$ cat src/rtl/input_port_vc_flit_decoder.sv
// Per-VC flit decoder: restores header context onto body/tail flits, flags protocol errors (QoS path: INPORT_DEC_QOS_EN).
// One registered output stage, 1 cycle latency; flit_rdy drops only while the held output is stalled by dec_rdy_i.
package input_port_vc_flit_decoder_pkg;
    // Look-ahead route: router output port selector (local plus mesh directions).
    typedef logic [2:0] io_port_t;
endpackage

module input_port_vc_flit_decoder
    import input_port_vc_flit_decoder_pkg::*;
#(
    parameter int VC_NUM = 4,
    parameter int ID_W = 6,
    parameter int QOS_W = 4,
    localparam int VC_IDX_W = $clog2(VC_NUM),
    localparam int LAR_W = $bits(io_port_t)
) (
    input  logic                clk,
    input  logic                rst,
    input  logic                flit_v_i,
    output logic                flit_rdy_o,
    input  logic [VC_IDX_W-1:0] flit_vc_id_i,
    input  logic                flit_head_i,
    input  logic                flit_tail_i,
    input  logic [ID_W-1:0]     flit_tgt_id_i,
    input  logic [ID_W-1:0]     flit_src_id_i,
    input  logic [QOS_W-1:0]    flit_qos_i,
    input  logic [LAR_W-1:0]    flit_lar_i,
    output logic                dec_v_o,
    output logic [VC_IDX_W-1:0] dec_vc_id_o,
    output logic                dec_head_o,
    output logic                dec_tail_o,
    output logic [ID_W-1:0]     dec_tgt_id_o,
    output logic [ID_W-1:0]     dec_src_id_o,
    output logic [QOS_W-1:0]    dec_qos_o,
    output logic [LAR_W-1:0]    dec_lar_o,
    input  logic                dec_rdy_i,
    output logic [VC_NUM-1:0]   err_o
);

    typedef enum logic {IDLE, ACTIVE} vc_state_t;

    typedef struct packed {
        logic [ID_W-1:0]  tgt;
        logic [ID_W-1:0]  src;
        logic [LAR_W-1:0] lar;
    } ctx_t;

    vc_state_t vc_state [VC_NUM];
    ctx_t      vc_ctx   [VC_NUM];

    logic accept;
    logic cur_active;

    assign flit_rdy_o = !dec_v_o || dec_rdy_i;
    assign accept     = flit_v_i && flit_rdy_o;
    assign cur_active = (vc_state[flit_vc_id_i] == ACTIVE);

`ifdef INPORT_DEC_QOS_EN
    logic [QOS_W-1:0] vc_qos [VC_NUM];

    always_ff @(posedge clk or posedge rst) begin
        if (rst) begin
            dec_qos_o <= '0;
            for (int i = 0; i < VC_NUM; i++) vc_qos[i] <= '0;
        end else if (accept) begin
            if (flit_head_i) begin
                vc_qos[flit_vc_id_i] <= flit_qos_i;
                dec_qos_o            <= flit_qos_i;
            end else if (cur_active) begin
                dec_qos_o <= vc_qos[flit_vc_id_i];
            end
        end
    end
`else
    logic unused_qos;
    assign unused_qos = ^flit_qos_i;
    assign dec_qos_o  = '0;
`endif

    always_ff @(posedge clk or posedge rst) begin
        if (rst) begin
            dec_v_o      <= 1'b0;
            dec_vc_id_o  <= '0;
            dec_head_o   <= 1'b0;
            dec_tail_o   <= 1'b0;
            dec_tgt_id_o <= '0;
            dec_src_id_o <= '0;
            dec_lar_o    <= '0;
            err_o        <= '0;
            for (int i = 0; i < VC_NUM; i++) begin
                vc_state[i] <= IDLE;
                vc_ctx[i]   <= '0;
            end
        end else begin
            if (dec_rdy_i) dec_v_o <= 1'b0;
            if (accept) begin
                if (flit_head_i) begin
                    // A head on an open packet is an error but still starts a fresh packet.
                    if (cur_active) err_o[flit_vc_id_i] <= 1'b1;
                    vc_ctx[flit_vc_id_i]   <= '{tgt: flit_tgt_id_i, src: flit_src_id_i, lar: flit_lar_i};
                    vc_state[flit_vc_id_i] <= flit_tail_i ? IDLE : ACTIVE;
                    dec_v_o      <= 1'b1;
                    dec_vc_id_o  <= flit_vc_id_i;
                    dec_head_o   <= 1'b1;
                    dec_tail_o   <= flit_tail_i;
                    dec_tgt_id_o <= flit_tgt_id_i;
                    dec_src_id_o <= flit_src_id_i;
                    dec_lar_o    <= flit_lar_i;
                end else if (cur_active) begin
                    if (flit_tail_i) vc_state[flit_vc_id_i] <= IDLE;
                    dec_v_o      <= 1'b1;
                    dec_vc_id_o  <= flit_vc_id_i;
                    dec_head_o   <= 1'b0;
                    dec_tail_o   <= flit_tail_i;
                    dec_tgt_id_o <= vc_ctx[flit_vc_id_i].tgt;
                    dec_src_id_o <= vc_ctx[flit_vc_id_i].src;
                    dec_lar_o    <= vc_ctx[flit_vc_id_i].lar;
                end else begin
                    // Orphan body/tail: consumed and dropped.
                    err_o[flit_vc_id_i] <= 1'b1;
                end
            end
        end
    end

endmodule

$ cat config.mk
export PLATFORM = sky130hd
export DESIGN_NAME = input_port_vc_flit_decoder
export DESIGN_NICKNAME = d
export VERILOG_FILES = /design/src/rtl/input_port_vc_flit_decoder.sv
export SDC_FILE = /design/constraint.sdc
export NUM_CORES = 1
export LEC_CHECK = 0
export ABC_AREA = 1
export CAP_MARGIN = 5
export CELL_PAD_IN_SITES_DETAIL_PLACEMENT = 1
export CELL_PAD_IN_SITES_GLOBAL_PLACEMENT = 1
export CORE_ASPECT_RATIO = 1.75
export CORE_UTILIZATION = 45
export DETAILED_ROUTE_END_ITERATION = 16
export HOLD_SLACK_MARGIN = 0.03
export MAX_ROUTING_LAYER = met4
export PLACE_DENSITY_LB_ADDON = 0.1
export SLEW_MARGIN = 10
export SYNTH_ARGS = -nofsm -noshare
export SYNTH_HDL_FRONTEND = slang
export SYNTH_SLANG_ARGS = --single-unit
$ cat constraint.sdc
create_clock -name clk -period 5.24 [get_ports clk]
set_clock_uncertainty 0.05 [all_clocks]
set_input_delay 1.31 -clock clk [delete_from_list [all_inputs] [get_ports clk]]
set_output_delay 1.31 -clock clk [all_outputs]
set_load 0.005 [all_outputs]
==> reports/qor.csv, run 1 <==
metric,value,unit
TritonCTS clock tree,done,
worst IR drop on VDD,0.204,mV
Final min period,3.77,ns
worst-skew pair later-pin latency,0.35,ns
Synth warnings,0,
Startpoint Class,primary input,
dpl cells,685,
Initial Utilization,0.462,
Mapped Cells,540,
pin count of the biggest net entering global routing,47,
initial antenna violation count,0,
post_cts resized,0,
Slew @ Worst Pin,0.954,ns
max frequency,265,MHz
hold slack,0.431,ns
number of buffers created by CTS,9,
Post-CTS Setup Inserts,0,
Crit. Startpoint,dec_rdy_i,
CP max FO,3,
Worst Setup End Kind,primary output,
die width,77.8,µm
Setup TNS Final,0,ns
worst path arrival time,2.41,ns
post-route ant nets,0,
dpl ws,1.21,ns
routed len/inst,16.7,µm
P_leak,2.64,nW
DRT Wirelength,11.7,mm
Hold/Removal Path Class,reg -> reg,
post-synthesis cell type count,22,
I/O pins,56,
"Clk pin slew, worst setup/hold paths",0.07,ns
CP Class,in -> out,
worst hold start,err_o[0],
PD cells,388,nW/µm²
final worst setup slack,1.47,ns
I/O Buffers,47,
Fin. Hold Viols,0,
Synth-to-Final Area Change,15.7,%
H-tree Lvls,3,
count of state elements after synthesis,88,
"Seq/Total Area, Yosys",0.487,
global route overflow,0,
Tcrit/Tclk final,0.719,
post-cts hold buffer count,0,
Core ar.,9790,µm²
GRT Total Usage,0.256,
Final setup viols,0,
antenna fix cells,0,
first-pass GRT wire length,19.9,mm
Via density,5.29,
post-layout instance count excluding filler cells,701,
RR Startpoint,vc_state[2],
relative slew slack,0.362,
clock tree root driver cell,clkbuf_16,
vias in the first global route,4011,
"Slew Viols, Final",0,
post-DP HPWL,7.16,mm
DIE AREA,10500,µm²
status,finished clean,
Pre-antenna DRT Iters,4,
nets@finish,599,
max_cap viols,0,
CP Data Required Time,3.88,ns
clk sinks,88,
RSZ-0062 raised after global routing,no,
initial DRC count,154,
Clock Path Buffers,2,
Mapped Area,4520,µm²
cell row count,48,
Residual DRC,0,
routability cong.,0.754,
DR vias,3709,
Die Height,135,µm
layout cells sized above 1,0.184,
syn_area_per_cell,8.38,µm²
==> layout by cell type, fill, tap and decap left out, types with 2 or more instances in the layout <==
cell type / Yosys / routed
nand2_1: 256 / 256
dfrtp_1: 88 / 88
clkinv_4: 0 / 4
o21bai_1: 4 / 4
clkbuf_16: 0 / 9
o21ai_0: 2 / 2
inv_2: 4 / 4
o21ai_2: 60 / 60
buf_4: 12 / 6
nor2_2: 4 / 4
a21oi_1: 16 / 16
inv_1: 21 / 20
o21ai_1: 4 / 4
nand3_1: 28 / 28
nand2_2: 6 / 6
nand2_4: 6 / 6
clkdlybuf4s50_1: 0 / 47
conb_1: 1 / 4
==> worst paths after layout <==
check,endpoint,slack (ns),cells after the start
setup / recovery,flit_rdy_o,1.47,4
hold / removal,err_o[0],0.43,1
setup reg to reg,dec_tgt_id_o[2],3.29,12
hold reg to reg,err_o[0],0.43,1
max in group asynchronous,dec_src_id_o[4],2.69,3
min in group asynchronous,vc_ctx[15],1.38,2
==> where the power goes <==
| group | leakage [nW] | total (mW) | switching [mW] | internal, mW |
|---|---|---|---|---|
| clock | 0.146 | 0.667 | 0.292 | 0.375 |
| sequential | 1.10 | 0.906 | 0.0838 | 0.822 |
| combinational | 1.40 | 0.459 | 0.245 | 0.214 |
==> critical path, stage by stage <==
cell,delay (ns)
clkdlybuf4s50_1,0.47
inv_2,0.05
nand2_4,0.07
clkdlybuf4s50_1,0.51
==> synthesized netlist by cell type (all sizes together) <==
cell type / number / share of area
nand3: 28 / 0.031
dfrtp: 88 / 0.49
o21bai: 4 / 0.0066
ha: 1 / 0.0028
clkbuf: 2 / 0.0017
nor2: 5 / 0.010
conb: 1 / 0.00083
buf: 34 / 0.061
o21ai: 66 / 0.12
a21oi: 16 / 0.018
inv: 26 / 0.022
nand2: 268 / 0.24
or2: 1 / 0.0014
==> sequential cells by signal, summed over array words and instances, names as in the netlist <==
signal	flops
dec_head_o	1
vc_ctx	60
dec_v_o	1
vc_state	4
dec_lar_o	3
err_o	4
dec_tgt_id_o	6
dec_src_id_o	6
dec_tail_o	1
dec_vc_id_o	2
==> per-layer routing <==
| layer | global-route usage | share of wire |
|---|---|---|
| met2 | 0.441 | 0.53 |
| met1 | 0.291 | 0.41 |
| met4 | 0.106 | 0.025 |
| met5 | - | 0 |
| met3 | 0.0459 | 0.033 |
==> area by class of cell <==
type | instances | area, µm²
Sequential cell | 88 | 2200
Clock inverter | 7 | 81.3
Tap cell | 125 | 156
Multi-Input combinational cell | 393 | 1950
Timing Repair Buffer | 53 | 515
Clock buffer | 9 | 225
Inverter | 26 | 101
Fill cell | 1174 | 4560
==> stage by stage <==
step | power (mW) | cell area (µm²) | utilization
floorplan | 1.20 | 4540 | -
global placement | 1.35 | 4930 | 0.503
detailed placement | 1.38 | 4930 | 0.503
CTS | 2.05 | 5230 | 0.535
global route | 2.14 | 5230 | 0.535
finish | 2.03 | 5230 | 0.535
==> cell families after synthesis <==
logic type      count (synthesis)  share of synthesized area
simple gates                  302                      0.278
buf+inv                        62                     0.0846
flops                          88                      0.487
other cells                     1                   0.000829
fa+ha+maj                       1                    0.00277
compound gates                 86                      0.147
No activity file was read; power rests on OpenSTA's default activity.
==> run 2: changes to the inputs <==
Settings changed: CORE_UTILIZATION 45 to 38.
Clock period 5.24 ns to 3.4 ns, I/O delays scaled along.
==> run 2 against run 1 <==
The flow now finishes with violations (DRC). Critical path depth did not move. Sequential share of layout area shrank 0.23 points. Die area up 18%. Non-clock buffer count rose by 3. Clock power rose by 49%. Global-route usage decreased by 3.6 points. Wire length up 0.68%. Critical endpoint unchanged.
==> reports/qor.csv, run 2 (synthesized netlist as in run 1, its figures left out) <==
metric,value,unit,change
Post-CTS Setup Inserts,0,,unchanged
post-cts hold buffer count,0,,unchanged
fillers,1397,,+19%
Startpoint Class,primary input,,
Clock Path Buffers,2,,unchanged
routed len/inst,16.6,µm,-1.0%
"most used cell, CP",clkdlybuf4s50_1,,
PD cells,587,nW/µm²,+51%
post-DP HPWL,7.34,mm,+2.5%
max reg flops,60,,unchanged
status,"finished, violations left",,
Setup TNS Final,0,ns,unchanged
Initial Utilization,0.391,,-0.0715
DIE AREA,12400,µm²,+18%
CP max FO,3,,unchanged
H-tree Lvls,3,,unchanged
vias in the first global route,4010,,-0.025%
pin count of the biggest net entering global routing,43,,-8.5%
initial DRC count,187,,+21%
"commonest non-fill, non-tap cells in the layout","nand2_1, dfrtp_1, o21ai_2",,
Slew @ Worst Pin,0.653,ns,-0.300 ns
Fin. Hold Viols,0,,unchanged
relative slew slack,0.564,,+0.202
initial antenna violation count,0,,unchanged
worst-skew pair later-pin latency,0.34,ns,about the same
Pre-antenna DRT Iters,12,,+8
"most common cell after layout, fill and taps aside",nand2_1,,
Final min period,2.85,ns,
GRT Total Usage,0.220,,-0.0363
I/O Buffers,47,,unchanged
Final setup viols,0,,unchanged
"Clk pin slew, worst setup/hold paths",0.06,ns,about the same
Die Height,146,µm,+8.7%
RSZ-0062 raised after global routing,no,,
P_leak,2.66,nW,+0.68%
post_cts resized,0,,unchanged
"Slowest-stage cell, CP",clkdlybuf4s50_1,,
worst path arrival time,1.95,ns,-0.46 ns
DR vias,3633,,-2.0%
Seq pwr share,0.450,,+0.004
TritonCTS clock tree,done,,
clk sinks,88,,unchanged
net switching fraction of the power,0.293,,-0.0129
crit-path leading delay family,buffers and inverters,,
worst IR drop on VDD,0.265,mV,+30%
max frequency,351,MHz,
number of buffers created by CTS,9,,unchanged
Hold/Removal Path Class,reg -> reg,,
DRT Wirelength,11.8,mm,+0.68%
clock tree root driver cell,clkbuf_16,,
Largest Register,vc_ctx,,
Synth-to-Final Area Change,16.3,%,
worst path bufs/invs,3,,unchanged
Via density,5.10,,-3.7%
CP Class,in -> out,,
failing checks,DRC,,
first-pass GRT wire length,20.5,mm,+3.1%
biggest registers after layout,"vc_ctx: 60 flops, dec_src_id_o: 6 flops, dec_tgt_id_o: 6 flops",,
global route overflow,0,,unchanged
combinational share of power,0.228,,+0.002
Clk pwr share,0.323,,-0.005
Switch Pwr,0.904,mW,+46%
cell row count,52,,+8.3%
nets@finish,602,,+0.50%
CP Data Required Time,2.50,ns,-1.38 ns
Core ar.,11600,µm²,+18%
max_cap viols,0,,unchanged
Util after Layout,0.454,,-0.0802
post-route ant nets,0,,unchanged
"Slew Viols, Final",0,,unchanged
Residual DRC,3,,+3
routability cong.,0.792,,+5.2%
CP max stage delay,0.50,ns,about the same
cell-internal power,2.18,mW,+55%
R2R Setup Slk,1.53,ns,-1.76 ns
antenna fix cells,0,,unchanged
Worst Setup End Kind,primary output,,
layout cells sized above 1,0.185,,+0.00109
Tcrit/Tclk final,0.839,,
I/O pins,56,,unchanged
die width,84.5,µm,+8.6%
crit-path cells,clkdlybuf4s50_1 -> inv_2 -> nand2_4 -> clkdlybuf4s50_1,,
run 2: cell count changes in the layout (fill, tap and decap cells not counted):
| cell | before | now |
|---|---|---|
| clkinv_4 | 4 | 0 |
| inv_6 | 1 | 0 |
| clkinv_2 | 1 | 4 |
| clkinvlp_4 | 1 | 0 |
| buf_12 | 0 | 1 |
| clkbuf_1 | 0 | 1 |
| buf_4 | 6 | 8 |
| clkbuf_8 | 0 | 1 |
run 2: path summary, 6_finish.rpt:
check,from,end,depth (start not counted)
min in group asynchronous,rst,dec_tgt_id_o[4],2
setup / recovery,dec_rdy_i,flit_rdy_o,4
hold / removal,dec_tgt_id_o[3],dec_tgt_id_o[3],2
hold reg to reg,dec_tgt_id_o[3],dec_tgt_id_o[3],2
max in group asynchronous,rst,dec_vc_id_o[1],3
setup reg to reg,vc_state[2],dec_lar_o[1],12
run 2: tightest hold or removal path, stage by stage (launching register included):
cell     delay [ns]
dfrtp_1        0.34
nand2_1        0.05
nand2_1        0.05
run 2: cell type report:
cell class | instances | area [µm²] | share of cell area
sequential | 88 | 2200 | 0.419
clock inverter | 4 | 45.0 | 0.00856
tap | 135 | 169 | 0.0321
inverter | 26 | 101 | 0.0193
timing repair buffer | 56 | 551 | 0.105
clock buffer | 11 | 243 | 0.0461
multi-input combinational | 393 | 1950 | 0.371
run 2: stage by stage:
step	hold slack [ns]	total power, mW	worst slack [ns]	cells	cell area (µm²)
4_1_cts	0.432	3.14	0.535	713	5260
3_5_place_dp	0.414	2.12	0.473	698	4970
3_3_place_gp	0.411	2.09	0.514	698	4970
2_1_floorplan	0.405	1.85	0.221	543	4540
6_report	0.426	3.09	0.548	713	5260
5_1_grt	0.448	3.28	0.526	713	5260
run 2: power by group through the flow:
stage	sequential [mW]	combinational [mW]	clock (mW)
2_1_floorplan	1.39	0.467	0
3_3_place_gp	1.39	0.691	0
3_5_place_dp	1.41	0.715	0
4_1_cts	1.39	0.720	1.03
5_1_grt	1.42	0.807	1.06
6_report	1.39	0.703	0.996
run 2: routing by layer:
metal | GRT usage | vias to the layer above | wire (µm)
li1 | - | 1755 | -
met1 | 0.262 | 1800 | 5060
met2 | 0.378 | 65 | 6220
met3 | 0.0305 | 13 | 345
met4 | 0.0771 | 0 | 193
met5 | - | - | 0
==> run 3: changes to the inputs <==
Settings changed: CORE_UTILIZATION 38 to 42.
Clock period 3.4 ns to 3 ns, I/O delays scaled along.
==> run 3 against run 2 <==
The run now ends clean. Worst hold slack improved by 0.0027 ns. Sequential power increased by 14%. Cell count decreased by 1.1%. Clock power increased by 24%. Count of clock-buffer cells in the layout increased by 1. Combinational power increased by 15%. Via count increased by 1.3%. Largest power group unchanged. Highest routed layer unchanged.
==> reports/qor.csv, run 3 (synthesized netlist as in run 1, its figures left out) <==
metric,value,unit,change
max_cap viols,0,,unchanged
total power,3.63,mW,+18%
max reg flops,60,,unchanged
DIE AREA,11200,µm²,-9.4%
"commonest non-fill, non-tap cells in the layout","nand2_1, dfrtp_1, o21ai_2",,
PD cells,685,nW/µm²,+17%
I/O pins,56,,unchanged
post-route ant nets,0,,unchanged
Synth-to-Final Area Change,17.1,%,
Fin. Hold Viols,0,,unchanged
layout cells sized above 1,0.185,,unchanged
Final min period,2.65,ns,
RR Startpoint,vc_state[3],,
H-tree Lvls,3,,unchanged
"most common cell after layout, fill and taps aside",nand2_1,,
"most used cell, CP",clkdlybuf4s50_1,,
CP Class,in -> out,,
routability cong.,0.756,,-4.6%
first-pass GRT wire length,19.8,mm,-3.3%
Register-to-Register Path Depth,12,,unchanged
number of buffers created by CTS,9,,unchanged
die width,80.5,µm,-4.8%
I/O Buffers,47,,unchanged
initial DRC count,184,,-1.6%
global route overflow,0,,unchanged
status,finished clean,,
Core ar.,10400,µm²,-11%
fillers,1252,,-10%
max frequency,378,MHz,
R2R Setup Slk,1.20,ns,-0.33 ns
vias in the first global route,3915,,-2.4%
TritonCTS clock tree,done,,
post-DP HPWL,7.23,mm,-1.5%
crit-path leading delay family,buffers and inverters,,
Initial Utilization,0.437,,+0.0460
Pre-antenna DRT Iters,4,,-8
DR vias,3681,,+1.3%
length of routed met2 wiring,6.53,mm,+4.9%
initial antenna violation count,0,,unchanged
Startpoint Class,primary input,,
CP Data Required Time,2.20,ns,-0.30 ns
DRT Wirelength,12.1,mm,+2.1%
Hold/Removal Path Class,reg -> reg,,
worst-skew pair later-pin latency,0.34,ns,about the same
"Clk pin slew, worst setup/hold paths",0.06,ns,about the same
metal1 wirelength,5.09,mm,+0.49%
worst hold path depth,2,,unchanged
Largest Register,vc_ctx,,
multi-input logic area,1950,µm²,unchanged
post_cts resized,0,,unchanged
Worst Setup End Kind,primary output,,
max layer used,met4,,
worst path arrival time,1.85,ns,-0.10 ns
reg-to-reg endpoint,dec_lar_o[1],,
CP max FO,3,,unchanged
relative slew slack,0.666,,+0.102
Final setup viols,0,,unchanged
Setup TNS Final,0,ns,unchanged
P_leak,2.67,nW,+0.58%
Detail Route met3 WL,318,µm,-7.8%
worst IR drop on VDD,0.356,mV,+34%
antenna fix cells,0,,unchanged
Post-CTS Setup Inserts,0,,unchanged
Die Height,139,µm,-4.8%
nets@finish,602,,unchanged
clk sinks,88,,unchanged
cell row count,49,,-5.8%
Slew @ Worst Pin,0.501,ns,-0.152 ns
pin count of the biggest net entering global routing,89,,+110%
Clock Path Buffers,2,,unchanged
Tcrit/Tclk final,0.882,,
post-cts hold buffer count,0,,unchanged
hold endpoint,dec_lar_o[1],,
Via density,5.22,,+2.5%
clock tree root driver cell,clkbuf_16,,
"Slew Viols, Final",0,,unchanged
GRT Total Usage,0.240,,+0.0202
sequential standard cell area,2200,µm²,unchanged
crit-path cells,clkdlybuf4s50_1 -> inv_2 -> nand2_4 -> clkdlybuf4s50_1,,
routed len/inst,17.1,µm,+3.3%
biggest registers after layout,"vc_ctx: 60 flops, dec_src_id_o: 6 flops, dec_tgt_id_o: 6 flops",,
Residual DRC,0,,-3
CP max stage delay,0.51,ns,about the same
worst hold start,dec_lar_o[1],,
RSZ-0062 raised after global routing,no,,
worst path bufs/invs,3,,unchanged
"Slowest-stage cell, CP",clkdlybuf4s50_1,,
[run 3: cell count changes in the layout (fill, tap and decap cells not counted), sizes merged]
cell and delta:
clkinv -3, bufinv +1, clkinvlp +1, clkbuf +1
[run 3: area by class of cell]
type	count	share of cell area
Sequential cell	88	0.415
Inverter	26	0.0196
Clock buffer	12	0.0484
Clock inverter	3	0.0123
Tap cell	127	0.0300
Multi-Input combinational cell	393	0.368
Timing Repair Buffer	56	0.106
[run 3: metrics by stage]
| step | std cells | utilization | instance area (µm²) | setup WS [ns] | hold slack [ns] |
|---|---|---|---|---|---|
| floorplan | 543 | - | 4540 | 0.828 | 0.405 |
| global placement | 690 | 0.480 | 4980 | 0.233 | 0.412 |
| detailed placement | 690 | 0.480 | 4980 | 0.179 | 0.415 |
| CTS | 705 | 0.512 | 5300 | 0.348 | 0.435 |
| global route | 705 | 0.512 | 5300 | 0.325 | 0.444 |
| finish | 705 | 0.512 | 5300 | 0.355 | 0.429 |
[run 3: worst max-delay path by stage]
stage,endpoint,start,cells after the start
final,flit_rdy_o,dec_rdy_i,4
after global routing,flit_rdy_o,dec_rdy_i,4
after CTS,flit_rdy_o,dec_rdy_i,4
after detailed placement,vc_state[2],flit_vc_id_i[0],13
after global placement,vc_state[2],flit_vc_id_i[0],13
after floorplan,dec_lar_o[0],flit_vc_id_i[0],14
[run 3: power by group]
group / switching, mW / leakage (nW) / internal, mW
Combinational: 0.430 / 1.42 / 0.381
Sequential: 0.142 / 1.10 / 1.44
Clock: 0.468 / 0.159 / 0.770
[run 3: metal layers]
layer,up-vias,GRT usage
met5,-,-
met3,12,0.0413
li1,1761,-
met1,1851,0.284
met2,57,0.411
met4,0,0.0686
[run 3: worst register-to-register path, cell delays in order, from the launching register on]
cell	delay (ns)
dfrtp_1	0.37
inv_1	0.05
o21ai_0	0.16
nand2_1	0.07
nand2_1	0.09
inv_1	0.05
ha_1	0.16
inv_1	0.07
nand3_1	0.12
buf_12	0.21
a21oi_1	0.18
nand2_1	0.10
nand2_1	0.06
